--- config.mk ---
export PLATFORM = sky130hd
export DESIGN_NAME = nibble_sort4_ctrl
export DESIGN_NICKNAME = d
export VERILOG_FILES = /design/src/rtl/nibble_sort4_ctrl.sv
export SDC_FILE = /design/constraint.sdc
export NUM_CORES = 1
export LEC_CHECK = 0
export ABC_AREA = 1
export CAP_MARGIN = 0
export CORE_MARGIN = 8
export CORE_UTILIZATION = 60
export DETAILED_ROUTE_END_ITERATION = 12
export GPL_ROUTABILITY_DRIVEN = 0
export PLACE_DENSITY_LB_ADDON = 0.12
export SLEW_MARGIN = 10
export SYNTH_ARGS = -nofsm -noshare
export SYNTH_HDL_FRONTEND = slang
export SYNTH_SLANG_ARGS = --single-unit
--- constraint.sdc ---
create_clock -name clk -period 6.7 [get_ports clk]
set_input_delay 1.005 -clock clk [delete_from_list [all_inputs] [get_ports clk]]
set_output_delay 1.005 -clock clk [all_outputs]
set_load 0.01 [all_outputs]
--- src/rtl/nibble_sort4_ctrl.sv ---
// Batch-of-four nibble sorter: loads four values, bubble-sorts them with one shared
// comparator (one compare per cycle, 9 fixed steps), then streams them out.
module comparator_4bit (
    input  logic [3:0] a,
    input  logic [3:0] b,
    output logic       a_gt_b,
    output logic       a_lt_b,
    output logic       a_eq_b
);
    assign a_gt_b = (a > b);
    assign a_lt_b = (a < b);
    assign a_eq_b = (a == b);
endmodule

module nibble_sort4_ctrl #(
    parameter bit DESCENDING = 1'b0
) (
    input  logic       clk,
    input  logic       rst_n,
    input  logic       in_valid,
    output logic       in_ready,
    input  logic [3:0] in_data,
    output logic       out_valid,
    input  logic       out_ready,
    output logic [3:0] out_data,
    output logic       busy,
    output logic [2:0] swap_count
);
    localparam logic [1:0] S_LOAD  = 2'd0;
    localparam logic [1:0] S_SORT  = 2'd1;
    localparam logic [1:0] S_DRAIN = 2'd2;

    logic [1:0]      state_q, state_d;
    logic [1:0]      idx_q, idx_d;
    logic [1:0]      oidx_q, oidx_d;
    logic [3:0]      step_q, step_d;
    logic [2:0]      swap_cnt_q, swap_cnt_d;
    logic [3:0][3:0] entry_q, entry_d;

    logic [1:0] pair, pair_hi;
    logic [3:0] cmp_a, cmp_b;
    logic       a_gt_b, a_lt_b, a_eq_b, do_swap;

    // Three bubble passes over pairs (0,1),(1,2),(2,3) fully sort four entries.
    always_comb begin
        pair = 2'd2;
        case (step_q)
            4'd0, 4'd3, 4'd6: pair = 2'd0;
            4'd1, 4'd4, 4'd7: pair = 2'd1;
            default:          pair = 2'd2;
        endcase
        pair_hi = pair + 2'd1;
        cmp_a   = entry_q[pair];
        cmp_b   = entry_q[pair_hi];
    end

    comparator_4bit u_cmp (
        .a      (cmp_a),
        .b      (cmp_b),
        .a_gt_b (a_gt_b),
        .a_lt_b (a_lt_b),
        .a_eq_b (a_eq_b)
    );

    // Equal keys never swap, which keeps the sort stable.
    assign do_swap = !a_eq_b && (DESCENDING ? a_lt_b : a_gt_b);

    always_comb begin
        state_d    = state_q;
        idx_d      = idx_q;
        oidx_d     = oidx_q;
        step_d     = step_q;
        swap_cnt_d = swap_cnt_q;
        entry_d    = entry_q;
        case (state_q)
            S_LOAD: begin
                if (in_valid) begin
                    entry_d[idx_q] = in_data;
                    idx_d          = idx_q + 2'd1;
                    if (idx_q == 2'd0) swap_cnt_d = 3'd0;
                    if (idx_q == 2'd3) begin
                        state_d = S_SORT;
                        step_d  = 4'd0;
                    end
                end
            end
            S_SORT: begin
                if (do_swap) begin
                    entry_d[pair]    = cmp_b;
                    entry_d[pair_hi] = cmp_a;
                    if (swap_cnt_q != 3'd6) swap_cnt_d = swap_cnt_q + 3'd1;
                end
                if (step_q == 4'd8) begin
                    state_d = S_DRAIN;
                    oidx_d  = 2'd0;
                end else begin
                    step_d = step_q + 4'd1;
                end
            end
            S_DRAIN: begin
                if (out_ready) begin
                    oidx_d = oidx_q + 2'd1;
                    if (oidx_q == 2'd3) begin
                        state_d = S_LOAD;
                        idx_d   = 2'd0;
                    end
                end
            end
            default: state_d = S_LOAD;
        endcase
    end

    always_ff @(posedge clk or negedge rst_n) begin
        if (!rst_n) begin
            state_q    <= S_LOAD;
            idx_q      <= 2'd0;
            oidx_q     <= 2'd0;
            step_q     <= 4'd0;
            swap_cnt_q <= 3'd0;
            entry_q    <= '0;
        end else begin
            state_q    <= state_d;
            idx_q      <= idx_d;
            oidx_q     <= oidx_d;
            step_q     <= step_d;
            swap_cnt_q <= swap_cnt_d;
            entry_q    <= entry_d;
        end
    end

    assign in_ready   = (state_q == S_LOAD);
    assign out_valid  = (state_q == S_DRAIN);
    assign busy       = (state_q == S_SORT) || (state_q == S_DRAIN);
    assign out_data   = out_valid ? entry_q[oidx_q] : 4'd0;
    assign swap_count = swap_cnt_q;
endmodule

==> results.md, run 1 <==
* Clock Root Buffer: sky130_fd_sc_hd__clkbuf_8
* CP arrival at 3.53 ns
* Core Rows at 23
* Area taken by flip-flops and latches at around 730 um^2
* Area share of the largest cell type after synthesis at 30.6%
* Series of cell instances along the critical path: inv_1, ha_1, inv_1, nand2_1, nand2_1, nand2_2, nor2_4, inv_1, o211ai_1, ha_1, a21oi_1, nand2_1, nand2_1, nand2_2, nand2_1, inv_1, nand3_1, nand2_1
* Portion of total power attributed to sequential cells at between 20% and 30%
* Total number of nets in the final design at 392
* Average detailed-routed wire length per instance at 14.5 um
* Clock power share at between 10% and 20%
* Critical-path cell with the highest stage delay: sky130_fd_sc_hd__dfrtp_1
* Maximum ir drop on the vdd rail at ~0.00037 V
* Global-route wire length before repair at 10,200 um
* TritonCTS Buffers at 5
* Number of DRC violations after detailed-routing iteration 0 at 173
* Port bufs at 17
* Remaining antenna violation count at 0
* Clock-pin slew on the worst setup and hold paths at 0.06 ns
* Number of sinks on the clock net at 29
* Vertical die dimension at between 70 and 80 um
* Number of antenna cells inserted at 0
* Max-slew headroom at 27.3%
* Max clock buf depth at 2
* Internal Pwr Total at roughly 570 uW
* PostCTS Resize Cnt at 0
* Highest Clock Rate at ~300 MHz
* Post-synthesis compound-gate area fraction at 13.1%
* Overflow left after global routing at 0
* Post-Synthesis Cell Area at 0.00237 mm^2
* Aggregate global-route resource usage at 20.7%
* Post-placement setup slack at 3.39 ns
* Cts-stage hold buffer count at 0
* Count of boundary I/O pins at 18
* Combinational cell fraction of total power at about two thirds
* Die area at 0.00622 mm^2
* Post-synthesis simple-gate area fraction at a little under two fifths
* Largest family of logic cells by synthesized area: simple AND/OR/NAND/NOR gates
* Setup TNS after final layout at 0 ns
* Total of fill cells in the finished design at between 300 and 400
* Clk Latency, worst-skew pair at 0.28 ns
* Final slew viol count at 0
* Routing usage on met2 at roughly 34%
* Length of the first detailed-routing pass in iterations at 4
* Fraction of met1 tracks used by global routing at roughly 25%
* Number of H-tree levels at 2
* Seq/Total Area, Yosys at slightly above 30%
* Die width at 78.9 um
* Post-route minimum period at approximately 3.4 ns
* Largest cells by area after synthesis: sky130_fd_sc_hd__dfrtp_1, sky130_fd_sc_hd__nand2_1, sky130_fd_sc_hd__ha_1
* Mean area per synthesized cell at approximately 6.8 um^2
* Dominant cell type by count on the critical path: sky130_fd_sc_hd__nand2_1
* Total wirelength of the detailed-routed design at about 6000 um
* Maximum single-stage delay on the critical path at 0.39 ns
* Power dissipated by switching net loads at around 700 uW
* Distinct cell type count of the synthesized netlist at 27
* Share of post-route cells with drive strength above 1 at 8.99%
* Busiest grt layer: met2
* Required time at the endpoint of the critical path at 6.88 ns
* HPWL reported at the end of detailed placement at 4720 um
* M3 GR Usage at 3.95%
* Initial antenna violation count at 0
* Net count after synthesis at about 380
* Transition time at the pin with the least slew margin at roughly 1.1 ns
* Vias in the first global route at 2,127
* RSZ-0062 raised after global routing: no
* Final Hold Viols at 0
* Reported leakage power at 1.35 nW
* Layout area overhead at 10.8%
* Setup Fix Bufs, Post-CTS at 0
* CP Capture Type: flop
* Startpoint Class: flop
* CTS tree: built
* Number of setup violations in the final report at 0
* Switching power as a share of total power at between 50 and 60%
* Class of the tightest hold or removal check: flop to flop
* Area of the core at 0.00391 mm^2
* Fin crit share at ~50%
* Final setup slack of the worst path at 3.35 ns
* Max cap viols at 0
* Critical-path maximum fanout at 11
* Pin count of the biggest net entering global routing at 30
* Setup clock skew after layout at 0.00274 ns
* Area taken by multi-input logic gates at 0.00143 mm^2
* Power density over cell area at 483 mW/mm^2
* Average via count per standard cell at 5.47
* Worst Path Class, Setup: flop to flop
* Status: completed
* Vias after detailed routing at ~2,300
* Fraction of synthesized cell area in xor and xnor cells at 0.739%
* Synth Area in Adders at about a tenth
* Post-synthesis cell type with the largest combined area: sky130_fd_sc_hd__dfrtp_1
* Gate count of the mapped netlist at 350
* Initial standard-cell utilization of the core at between 60 and 70%
* Portion of netlist area occupied by mux cells at 0%
* Yosys reg bits at 29
* Count of synthesis-stage warnings from yosys at 0
* # DRC at 0
==> worst paths after layout <==
kind | startpoint | endpoint | slack (ns) | cells past startpoint
max in group asynchronous | rst_n | entry_q[4]$_DFFE_PN0P_ | 5.32 | 2
hold reg to reg | state_q[0]$_DFFE_PN0P_ | state_q[0]$_DFFE_PN0P_ | 0.52 | 2
setup / recovery | step_q[0]$_DFFE_PN0P_ | entry_q[13]$_DFFE_PN0P_ | 3.35 | 18
setup reg to reg | step_q[0]$_DFFE_PN0P_ | entry_q[13]$_DFFE_PN0P_ | 3.35 | 18
hold / removal | state_q[0]$_DFFE_PN0P_ | state_q[0]$_DFFE_PN0P_ | 0.52 | 2
min in group asynchronous | rst_n | idx_q[1]$_DFFE_PN0P_ | 1.10 | 2
==> cell usage after synthesis <==
cell                       count
sky130_fd_sc_hd__o211ai_1      3
sky130_fd_sc_hd__nor2_4        3
sky130_fd_sc_hd__inv_2         1
sky130_fd_sc_hd__nand3_4       1
sky130_fd_sc_hd__xor2_1        2
sky130_fd_sc_hd__inv_4         2
sky130_fd_sc_hd__nand2_2       6
sky130_fd_sc_hd__o21bai_1      1
sky130_fd_sc_hd__nand2_4       2
sky130_fd_sc_hd__nand4_1       4
sky130_fd_sc_hd__nor2_2        3
sky130_fd_sc_hd__nand2_1     129
sky130_fd_sc_hd__or2_2         1
sky130_fd_sc_hd__buf_4         1
sky130_fd_sc_hd__clkbuf_1      1
sky130_fd_sc_hd__nor2_1       20
sky130_fd_sc_hd__nand3_1      21
sky130_fd_sc_hd__ha_1         18
sky130_fd_sc_hd__buf_2         3
sky130_fd_sc_hd__dfrtp_1      29
sky130_fd_sc_hd__inv_1        34
sky130_fd_sc_hd__a21oi_1      14
sky130_fd_sc_hd__o21ai_1       5
sky130_fd_sc_hd__nand3_2       5
sky130_fd_sc_hd__a31oi_1       1
sky130_fd_sc_hd__buf_6         4
sky130_fd_sc_hd__o21ai_0      36
==> power groups by stage <==
stage | Clock (mW) | Combinational [mW] | Sequential (mW)
CTS | 0.143 | 0.818 | 0.300
finish | 0.141 | 0.825 | 0.302
detailed placement | 0 | 0.816 | 0.303
global route | 0.150 | 0.933 | 0.310
global placement | 0 | 0.797 | 0.304
floorplan | 0 | 0.661 | 0.281
==> flip-flops by register name, indices dropped and copies added (netlist names) <==
name	count
state_q	2
step_q	4
idx_q	2
swap_count	3
oidx_q	2
entry_q	16
==> logic make-up (layout without fill, tap and decap cells) <==
logic type	after synthesis	in the layout
and+or+nand+nor	195	195
buffers and inverters	46	63
adders and majority gates	18	18
DFF	29	29
xor gates and xnor gates	2	2
AOI/OAI and AO/OA	60	60
==> worst max-delay path, delay by kind of cell, from the launching register on <==
kind / cells / cell delay [ns]
adder cells (fa/ha/maj): 2 / 0.51
buffers and inverters: 4 / 0.52
AO/OA/AOI/OAI: 2 / 0.42
flip-flops: 1 / 0.39
AND/OR/NAND/NOR: 10 / 1.40
==> stage by stage <==
stage	total power [mW]	instances	utilization (%)	hold WS, ns	cell area [um^2]
after floorplan	0.942	350	-	0.478	2370
after global placement	1.10	409	64.9	0.511	2540
after detailed placement	1.12	409	64.9	0.517	2540
after CTS	1.26	417	67.1	0.532	2630
after global routing	1.39	417	67.1	0.563	2630
final	1.27	417	67.1	0.524	2630
==> placed cells by master, fill, tap and decap left out, drive strengths merged, types with 2 or more instances in the layout <==
master,Yosys,final
o21ai,41,41
nand4,4,4
nand2,137,137
nor2,26,26
a21oi,14,14
ha,18,18
clkbuf,1,5
nand3,27,27
xor2,2,2
inv,37,37
clkinv,0,2
clkdlybuf4s50,0,17
o211ai,3,3
dfrtp,29,29
==> cell type report <==
| cell class | count | share of cell area (%) |
|---|---|---|
| flip-flops and latches | 29 | 27.6 |
| clock inverters | 3 | 0.667 |
| clock buffers | 5 | 2.62 |
| repair buffers | 18 | 6.77 |
| multi-input cells | 275 | 54.5 |
| well taps | 50 | 2.38 |
| inverters | 37 | 5.48 |
==> routing by layer <==
layer / vias up / wire, um
met4: 0 / 184
li1: 1155 / -
met2: 96 / 2910
met3: 18 / 420
met5: - / 0
met1: 1012 / 2540
(Power assumes the default switching activity.)
==> run 2, diff against run 1 <==
--- a/config.mk
+++ b/config.mk
@@ -8,7 +8,7 @@
 export ABC_AREA = 1
 export CAP_MARGIN = 0
 export CORE_MARGIN = 8
-export CORE_UTILIZATION = 60
+export CORE_UTILIZATION = 59
 export DETAILED_ROUTE_END_ITERATION = 12
 export GPL_ROUTABILITY_DRIVEN = 0
 export PLACE_DENSITY_LB_ADDON = 0.12
==> constraint.sdc (replaced) <==
create_clock -name clk -period 3.45 [get_ports clk]
set_input_delay 0.5175 -clock clk [delete_from_list [all_inputs] [get_ports clk]]
set_output_delay 0.5175 -clock clk [all_outputs]
set_load 0.01 [all_outputs]
==> run 2 against run 1 <==
  * Core utilization down 0.11 points
  * Wire length down 1.4%
  * Sequential share of layout area down 0.16 points
  * Clock-buffer cell count up 2
  * Clock power up 96%
  * Worst setup slack worse by 2.9 ns
  * Fmax up 11%
  * Cell count up 0.24%
  * Combinational power up 96%
  * Non-clock buffer count up 2
  * Largest cell class unchanged
==> results.md, run 2 (synthesized netlist as in run 1, its figures left out) <==
* Power dissipated by switching net loads at 1.34 mW (+91%)
* Number of buffers and inverters on the critical path at 4 (unchanged)
* Dominant cell type by count on the critical path: sky130_fd_sc_hd__nand2_1
* Length of the first detailed-routing pass in iterations at 4 (unchanged)
* Status: completed
* Crit-path leading delay family: simple AND/OR/NAND/NOR gates
* Number of antenna cells inserted at 0 (unchanged)
* Global-route wire length before repair at 10,100 um (-1.6%)
* Core Rows at 23 (unchanged)
* # DRC at 0 (unchanged)
* Required time at the endpoint of the critical path at 3.61 ns (-3.27 ns)
* Vias in the first global route at 2,088 (-1.8%)
* Final total power at 2.48 mW (+96%)
* Max clock buf depth at 2 (unchanged)
* Maximum single-stage delay on the critical path at 0.39 ns (about the same)
* Combinational cell fraction of total power at 65.3% (+0.2 points)
* Count of boundary I/O pins at 18 (unchanged)
* Initial standard-cell utilization of the core at 60.1% (-0.44 points)
* Clock power share at 11.1% (about the same)
* Layout area overhead at 11.4%
* Met2 wirelength from detailed routing at 2600 um (-11%)
* Reported leakage power at 1.36 nW (+0.74%)
* Switching power as a share of total power at 53.9% (-1.3 points)
* Class of the tightest hold or removal check: flop to flop
* Post-route minimum period at 3.02 ns (-0.329 ns)
* Setup clock skew after layout at 0.00673 ns (+0.00399 ns)
* TritonCTS Buffers at 5 (unchanged)
* Setup TNS after final layout at 0 ns (unchanged)
* Critical-path cell with the highest stage delay: sky130_fd_sc_hd__dfrtp_1
* Series of cell instances along the critical path: inv_1, ha_1, inv_1, nand2_1, nand2_1, nand2_2, nor2_4, inv_1, o211ai_1, ha_1, nand2_1, nor2_1, nor2_1, nand2_1, nand2_2, nand2_1, buf_4, o21ai_0, nand2_1
* Die width at 79.4 um (+0.68%)
* Portion of total power attributed to sequential cells at 23.6% (-0.2 points)
* Area of the core at 0.00394 mm^2 (+0.74%)
* Final Hold Viols at 0 (unchanged)
* Final standard cell area without fillers at 0.00264 mm^2 (+0.57%)
* Total of fill cells in the finished design at 340 (-11%)
* Top reg by flops: entry_q
* Clock-pin slew on the worst setup and hold paths at 0.06 ns (about the same)
* Worst Path Class, Setup: flop to flop
* Most frequent cells in the layout: sky130_fd_sc_hd__nand2_1, sky130_fd_sc_hd__o21ai_0, sky130_fd_sc_hd__inv_1, sky130_fd_sc_hd__dfrtp_1, sky130_fd_sc_hd__nand3_1
* Average detailed-routed wire length per instance at 14.3 um (-1.6%)
* Max Used Layer: met4
* Total wirelength of the detailed-routed design at 5980 um (-1.4%)
* Setup Fix Bufs, Post-CTS at 0 (unchanged)
* Internal Pwr Total at 1.14 mW (+100%)
* Max-slew headroom at 60.8% (+33 points)
* Number of setup violations in the final report at 0 (unchanged)
* Total number of nets in the final design at 394 (+0.51%)
* Max cap viols at 0 (unchanged)
* Number of H-tree levels at 2 (unchanged)
* Critical-path maximum fanout at 11 (unchanged)
* Die area at 0.00630 mm^2 (+1.4%)
* Startpoint Class: flop
* CP arrival at 3.18 ns (-0.35 ns)
* Overflow left after global routing at 0 (unchanged)
* Final slew viol count at 0 (unchanged)
* Clock Root Buffer: sky130_fd_sc_hd__clkbuf_8
* Number of DRC violations after detailed-routing iteration 0 at 234 (+35%)
* Highest Clock Rate at 331 MHz (+11%)
* Number of sinks on the clock net at 29 (unchanged)
* Vertical die dimension at 79.4 um (+0.68%)
* Aggregate global-route resource usage at 20.1% (-0.59 points)
* Max FFs per register at 16 (unchanged)
* Clk Latency, worst-skew pair at 0.28 ns (about the same)
* RSZ-0062 raised after global routing: no
* Transition time at the pin with the least slew margin at 0.587 ns (-0.502 ns)
* CP Capture Type: flop
* Initial antenna violation count at 0 (unchanged)
* Most common cell after layout, fill and taps aside: sky130_fd_sc_hd__nand2_1
* CTS tree: built
* PostCTS Resize Cnt at 0 (unchanged)
* M1 wire length at 2700 um (+6.5%)
* Fin crit share at 87.6% (+38 points)
* HPWL reported at the end of detailed placement at 4590 um (-2.6%)
* Vias after detailed routing at 2,322 (+1.8%)
* Standard cell area after detailed placement at 0.00255 mm^2 (+0.59%)
* Port bufs at 17 (unchanged)
* Share of post-route cells with drive strength above 1 at 8.97% (-0.024 points)
* Pin count of the biggest net entering global routing at 30 (unchanged)
* Detailed-routed wire length on met3 at 551 um (+31%)
* Remaining antenna violation count at 0 (unchanged)
* Cts-stage hold buffer count at 0 (unchanged)
* Power density over cell area at 939 mW/mm^2 (+95%)
* Maximum ir drop on the vdd rail at 0.000491 V (+31%)
* Average via count per standard cell at 5.56 (+1.6%)
run 2: changes by cell type in the layout (fill, tap and decap cells not counted):
cell,delta
sky130_fd_sc_hd__buf_4,+2
sky130_fd_sc_hd__clkinv_2,-2
sky130_fd_sc_hd__clkbuf_8,+1
sky130_fd_sc_hd__clkbuf_1,+1
sky130_fd_sc_hd__clkinvlp_4,-1
run 2: metrics by stage:
| stage | hold WS, ns | instances | util, % | worst slack [ns] |
|---|---|---|---|---|
| final | 0.532 | 418 | 67.0 | 0.427 |
| after global routing | 0.572 | 418 | 67.0 | 0.171 |
| after CTS | 0.529 | 418 | 67.0 | 0.467 |
| after detailed placement | 0.515 | 411 | 64.8 | 0.497 |
| after global placement | 0.508 | 411 | 64.8 | 0.602 |
| after floorplan | 0.222 | 350 | - | 0.875 |
run 2: worst min-delay path: cells and delay by family, from the launching register on:
kind | cells | cell delay (ns)
AND/OR/NAND/NOR | 1 | 0.06
AO/OA/AOI/OAI | 1 | 0.07
flip-flops | 1 | 0.37
run 2: path summary, 6_finish.rpt:
kind / start / end / slack, ns / depth (start not counted)
max: step_q[0]$_DFFE_PN0P_ / entry_q[4]$_DFFE_PN0P_ / 0.43 / 19
min reg2reg: state_q[1]$_DFFE_PN0P_ / state_q[1]$_DFFE_PN0P_ / 0.53 / 2
min: state_q[1]$_DFFE_PN0P_ / state_q[1]$_DFFE_PN0P_ / 0.53 / 2
min in group asynchronous: rst_n / entry_q[9]$_DFFE_PN0P_ / 0.62 / 2
max in group asynchronous: rst_n / oidx_q[0]$_DFFE_PN0P_ / 2.55 / 2
max reg2reg: step_q[0]$_DFFE_PN0P_ / entry_q[4]$_DFFE_PN0P_ / 0.43 / 19
run 2: layout make-up:
cell class | count | area, um^2 | area share [%]
sequential | 29 | 726 | 27.5
timing repair buffer | 20 | 193 | 7.30
multi-input combinational | 275 | 1430 | 54.1
tap | 50 | 62.6 | 2.37
inverter | 37 | 144 | 5.45
clock buffer | 7 | 86.3 | 3.27
run 2: metal layers:
layer | vias to the layer above | GRT usage (%)
met2 | 97 | 29.6
met5 | - | 0
li1 | 1163 | -
met1 | 1047 | 27.6
met3 | 15 | 5.41
met4 | 0 | 7.04
run 2: power by group through the flow:
stage | Combinational [mW] | Clock, mW | Sequential, mW
floorplan | 1.28 | 0 | 0.546
finish | 1.62 | 0.276 | 0.584
CTS | 1.61 | 0.282 | 0.578
global route | 1.85 | 0.297 | 0.597
detailed placement | 1.61 | 0 | 0.583
global placement | 1.57 | 0 | 0.584
==> run 3, diff against run 2 <==
--- a/config.mk
+++ b/config.mk
@@ -6,7 +6,6 @@
 export NUM_CORES = 1
 export LEC_CHECK = 0
 export ABC_AREA = 1
-export CAP_MARGIN = 0
 export CORE_MARGIN = 8
 export CORE_UTILIZATION = 59
 export DETAILED_ROUTE_END_ITERATION = 12
==> results of run 3 <==
Final layout, timing and power as in run 2 (identical DEF).
